[config.mk]
export PLATFORM = sky130hd
export DESIGN_NAME = wb_regfile_dual
export DESIGN_NICKNAME = d
export VERILOG_FILES = /design/src/rtl/wb_regfile_dual_pkg.sv /design/src/rtl/wb_regfile_dual_wb_lane_sel.sv /design/src/rtl/wb_regfile_dual.sv
export SDC_FILE = /design/constraint.sdc
export NUM_CORES = 2
export LEC_CHECK = 0
export ABC_AREA = 0
export CAP_MARGIN = 20
export CELL_PAD_IN_SITES_DETAIL_PLACEMENT = 1
export CELL_PAD_IN_SITES_GLOBAL_PLACEMENT = 1
export CORE_MARGIN = 2
export CORE_UTILIZATION = 40
export DETAILED_ROUTE_END_ITERATION = 12
export PLACE_DENSITY_LB_ADDON = 0.1
export SYNTH_ARGS = -nofsm -noshare
export SYNTH_HDL_FRONTEND = slang
export SYNTH_SLANG_ARGS = --single-unit
[constraint.sdc]
create_clock -name clk -period 15.75 [get_ports clk]
set_input_delay 2.3625 -clock clk [delete_from_list [all_inputs] [get_ports clk]]
set_output_delay 2.3625 -clock clk [all_outputs]
set_load 0.02 [all_outputs]
[src/rtl/wb_regfile_dual_pkg.sv]
// Shared constants for the dual-issue write-back / register-file slice.
// Data/address width defaults are common to the MEM/WB, forwarding and regfile blocks.
// REG_ZERO is the hard-wired zero register index.
package wb_regfile_dual_pkg;

  localparam int DATA_W_DEF = 32;
  localparam int ADDR_W_DEF = 5;
  localparam int REG_ZERO   = 0;
  localparam int NUM_RD     = 4;

endpackage

[src/rtl/wb_regfile_dual_wb_lane_sel.sv]
// Per-lane write-back select: picks load data or ALU result and qualifies the write enable.
// Ports: reset, mem_to_reg, reg_write, mem_read_data, alu_result, write_reg -> wb_data, wb_en.
// Purely combinational, 0 clk latency, no backpressure.
module wb_lane_sel
  import wb_regfile_dual_pkg::*;
#(
  parameter int DATA_W = DATA_W_DEF,
  parameter int ADDR_W = ADDR_W_DEF
) (
  input  logic              reset,
  input  logic              mem_to_reg,
  input  logic              reg_write,
  input  logic [DATA_W-1:0] mem_read_data,
  input  logic [DATA_W-1:0] alu_result,
  input  logic [ADDR_W-1:0] write_reg,
  output logic [DATA_W-1:0] wb_data,
  output logic              wb_en
);

  assign wb_data = mem_to_reg ? mem_read_data : alu_result;

  // Writes to the zero register are discarded here so storage, bypass and the
  // retire counter all see the same qualified enable.
  assign wb_en = reg_write && (write_reg != ADDR_W'(REG_ZERO)) && !reset;

endmodule

[src/rtl/wb_regfile_dual.sv]
// Write-back stage + architectural register file: 2 write lanes, 4 read ports, retire counter.
// Ports: lane inputs (MemToReg/RegWrite/mem_read_data/alu_result/write_reg x2), rd_addr0..3 ->
// rd_data0..3 (comb, optional same-cycle bypass), wb_data/wb_en x2 (comb), retire_count (reg).
// Latency 1 clk to storage, 0 clk to bypassed reads; no backpressure, every write commits.
module wb_regfile_dual
  import wb_regfile_dual_pkg::*;
#(
  parameter int DATA_W = DATA_W_DEF,
  parameter int ADDR_W = ADDR_W_DEF,
  parameter int BYPASS = 1
) (
  input  logic              clk,
  input  logic              reset,
  input  logic              MemToReg0,
  input  logic              MemToReg1,
  input  logic              RegWrite0,
  input  logic              RegWrite1,
  input  logic [DATA_W-1:0] mem_read_data0,
  input  logic [DATA_W-1:0] mem_read_data1,
  input  logic [DATA_W-1:0] alu_result0,
  input  logic [DATA_W-1:0] alu_result1,
  input  logic [ADDR_W-1:0] write_reg0,
  input  logic [ADDR_W-1:0] write_reg1,
  input  logic [ADDR_W-1:0] rd_addr0,
  input  logic [ADDR_W-1:0] rd_addr1,
  input  logic [ADDR_W-1:0] rd_addr2,
  input  logic [ADDR_W-1:0] rd_addr3,
  output logic [DATA_W-1:0] rd_data0,
  output logic [DATA_W-1:0] rd_data1,
  output logic [DATA_W-1:0] rd_data2,
  output logic [DATA_W-1:0] rd_data3,
  output logic [DATA_W-1:0] wb_data0,
  output logic [DATA_W-1:0] wb_data1,
  output logic              wb_en0,
  output logic              wb_en1,
  output logic [31:0]       retire_count
);

  localparam int NREGS = 2 ** ADDR_W;

  logic [DATA_W-1:0] regs    [NREGS];
  logic [ADDR_W-1:0] rd_addr [NUM_RD];
  logic [DATA_W-1:0] rd_val  [NUM_RD];

  wb_lane_sel #(.DATA_W(DATA_W), .ADDR_W(ADDR_W)) u_lane0 (
    .reset         (reset),
    .mem_to_reg    (MemToReg0),
    .reg_write     (RegWrite0),
    .mem_read_data (mem_read_data0),
    .alu_result    (alu_result0),
    .write_reg     (write_reg0),
    .wb_data       (wb_data0),
    .wb_en         (wb_en0)
  );

  wb_lane_sel #(.DATA_W(DATA_W), .ADDR_W(ADDR_W)) u_lane1 (
    .reset         (reset),
    .mem_to_reg    (MemToReg1),
    .reg_write     (RegWrite1),
    .mem_read_data (mem_read_data1),
    .alu_result    (alu_result1),
    .write_reg     (write_reg1),
    .wb_data       (wb_data1),
    .wb_en         (wb_en1)
  );

  // Lane1 is the younger instruction: its assignment is issued last, so on a
  // same-destination conflict its value is the one that lands in storage.
  always_ff @(posedge clk) begin
    if (reset) begin
      for (int i = 0; i < NREGS; i++) begin
        regs[i] <= '0;
      end
      retire_count <= '0;
    end else begin
      if (wb_en0) regs[write_reg0] <= wb_data0;
      if (wb_en1) regs[write_reg1] <= wb_data1;
      // A conflict-dropped lane0 write still retires, so both enables count.
      retire_count <= retire_count + 32'(wb_en0) + 32'(wb_en1);
    end
  end

  assign rd_addr[0] = rd_addr0;
  assign rd_addr[1] = rd_addr1;
  assign rd_addr[2] = rd_addr2;
  assign rd_addr[3] = rd_addr3;

  // Bypass checks lane1 first so a read sees the same value storage will hold
  // after the edge. Address 0 and reset force zero regardless of bypass.
  always_comb begin
    for (int k = 0; k < NUM_RD; k++) begin
      rd_val[k] = regs[rd_addr[k]];
      if (BYPASS != 0) begin
        if (wb_en1 && (rd_addr[k] == write_reg1)) begin
          rd_val[k] = wb_data1;
        end else if (wb_en0 && (rd_addr[k] == write_reg0)) begin
          rd_val[k] = wb_data0;
        end
      end
      if (reset || (rd_addr[k] == ADDR_W'(REG_ZERO))) begin
        rd_val[k] = '0;
      end
    end
  end

  assign rd_data0 = rd_val[0];
  assign rd_data1 = rd_val[1];
  assign rd_data2 = rd_val[2];
  assign rd_data3 = rd_val[3];

endmodule

==> results.md <==
- Minimum clock period after layout: 9970 ps
- Fillcell total: 19200
- R2R cell count: 8
- Initial antenna violation count: 61
- HP Start: retire_count[31]
- Worst setup SP type: input port
- Worst R2R End: retire_count[25]
- HP Class: reg -> reg
- Worst-Margin Slew: 1380 ps
- Worst-path clk slew: 60 ps
- Max Freq: 100 MHz
- Maxcap violations: 0
- Yosys Warn Count: 0
- Sequential Power Share: 38.2%
- Std cell rows: 160
- Switch share: 33.9%
- Top FF cell, synth: edfxtp_1
- Residual DRC: 0
- CTS tree: yes
- Final setup vio count: 0
- RSZ-0062 raised after global routing: no
- Via count: 74200
- Dpl hpwl: 292000 um
- DIE AREA: 0.195 mm^2
- Clk sinks: 1056
- Max-slew violation count: 0
- Post-synthesis cell count: 6256
- Status: finished clean
- Maximum root-to-sink buffer count: 3
- FFs w/ async S/R, synth: 0%
- CTS Buf Count: 137
- Kind of critical path: in -> out
- Seq/Total Area, Yosys: 40.9%
- PortBufs: 389
- Count leader, synth: o22ai_1
- Tcrit/Tclk final: 63.3%
- Comb pwr share: 24.8%
- Max Fanout on Critical Path: 47
- DIE HEIGHT: 442 um
- Overall Power: 9.04 mW
- Global Route Usage Sum: 48.5%
- Cell Int Power: 5.97 mW
- Worst setup EP type: output pin
- Post-Layout Cell Count: 8890
- Synth top cells by count: o22ai_1, edfxtp_1, mux2i_1
- Clock power frac: 37.1%
- Synthesized cell area: 0.0767 mm^2
- Worst Setup SP: rd_addr0[0]
- Post-CTS setup buffers: 0
- Leak: 30.4 nW
- Worst path required time: 13390 ps
- Reg2reg start: retire_count[0]
- Vias per inst: 8.35
- Initial core utilization: 40.3%
- Mean Syn Cell Area: 12.3 um^2
- Gr ovfl total: 0
- Drt total wl: 486000 um
- Synth top area cells: edfxtp_1, mux4_2, mux2i_1
- Yosys cell types: 63
- Layout area overhead: 15.8%
- Clock latency at the later pin of the worst-skew pair: 830 ps
- Pre-antenna DRT Iters: 7
- Layout Nets: 6379
- Core area: 0.190 mm^2
- H-tree depth: 4
- CP endpoint: rd_data0[21]
- Hold Fails Final Rpt: 0
- Post_cts resized: 0
- Hold Buf Count CTS: 0
- DIE WIDTH: 442 um
- Root buf cell: clkbuf_16
- Critical path arrival: 7610 ps
- Slew Limit Headroom: 7.72%
- Pwr dens: 102 mW/mm^2
- Initial DRC Count: 14200
- Post-DRT Antenna Nets: 0
- Setup TNS Final: 0 ps
- EDFF count, synth: 1024
- Clock Skew: 9.81 ps
- Worst R2R Setup Slack: 12340 ps
- Vias in the first global route: 70700
- Placed cells: 8573
- DR WL/cell: 54.6 um
- Net load switching power: 3.06 mW
- First-pass GRT wire length: 644000 um
- Share of cells above drive strength 1: 22.7%
- Top Ports: 390
- Yosys reg bits: 1056
- Top-area cell type share of the netlist area: 40.1%
- Largest net degree at the start of global routing: 124
- Peak VDD IR: 0.0000701 V
- Leading area contributor after synthesis: edfxtp_1
- Gpl congestion: 0.998
stage by stage:
step	hold slack, ps	util, %	setup WS, ps	instance area [um^2]
after floorplan	589	-	8440	76800
after global placement	509	44.0	5270	83700
after detailed placement	513	44.0	5900	83800
after CTS	535	46.5	5880	88400
after global routing	584	46.6	6020	88700
final	530	46.6	5780	88800
layer usage:
layer / up-vias / track usage [%] / share of wire, %
met2: 8040 / 65.9 / 40
li1: 26100 / - / -
met3: 2302 / 22.2 / 16
met4: 52 / 42.7 / 11
met1: 37700 / 57.2 / 33
met5: - / 1.66 / 0.15
state kept, by name, summed over array words and instances (netlist names):
signal,count
retire_count,32
regs,1024
power groups by stage:
stage / clock network (mW) / logic (mW) / registers, mW
2_1_floorplan: 0 / 1.13 / 3.42
3_3_place_gp: 0 / 2.07 / 3.47
3_5_place_dp: 0 / 2.08 / 3.49
4_1_cts: 3.33 / 2.09 / 3.43
5_1_grt: 3.43 / 2.21 / 3.46
6_report: 3.35 / 2.24 / 3.45
cell type report:
type	instances	area, um^2	area share (%)
clock buffer	163	3550	3.99
antenna	57	143	0.161
inverter	73	274	0.309
tap	2511	3140	3.54
sequential	1056	31400	35.4
multi-input combinational	4290	43100	48.5
clock inverter	85	1050	1.18
timing repair buffer	655	6160	6.94
cell families (layout without fill, tap and decap cells):
kind of cell / Yosys count / in the layout / share of synthesized area [%]
AO/OA/AOI/OAI: 1905 / 1905 / 16.4
multiplexers: 1537 / 1537 / 32.0
flip-flops: 1056 / 1056 / 40.9
buffers and inverters: 941 / 976 / 4.98
AND/OR/NAND/NOR: 746 / 746 / 4.77
XOR/XNOR: 68 / 68 / 0.777
adder cells (fa/ha/maj): 2 / 2 / 0.0424
other: 1 / 89 / 0.00489
placed cells by master, fill, tap and decap left out, types with 94 or more instances in the layout:
cell type and instances:
nor2_1 94, nand3_1 217, edfxtp_1 1024, mux2i_1 739, clkbuf_16 138, clkdlybuf4s50_1 370, a22oi_1 501, nand2_1 145
o21ai_0 104, buf_4 248, o22ai_1 1033, a21oi_1 94, mux4_2 734
critical path, cell delays in order:
cell and delay, ps:
buf_8 500, buf_4 720, and2_2 390, buf_4 880, a22oi_1 210, nand3_1 180, nand2_1 200, o21ai_0 620
o21ai_0 600, clkdlybuf4s50_1 700
worst min path at each step:
| stage | to | cells after the start |
|---|---|---|
| 2_1_floorplan | retire_count[15] | 2 |
| 3_3_place_gp | retire_count[31] | 2 |
| 3_5_place_dp | retire_count[31] | 2 |
| 4_1_cts | retire_count[31] | 2 |
| 5_1_grt | retire_count[31] | 2 |
| 6_report | retire_count[31] | 2 |
Note: power is estimated with default switching activity, not from simulation.
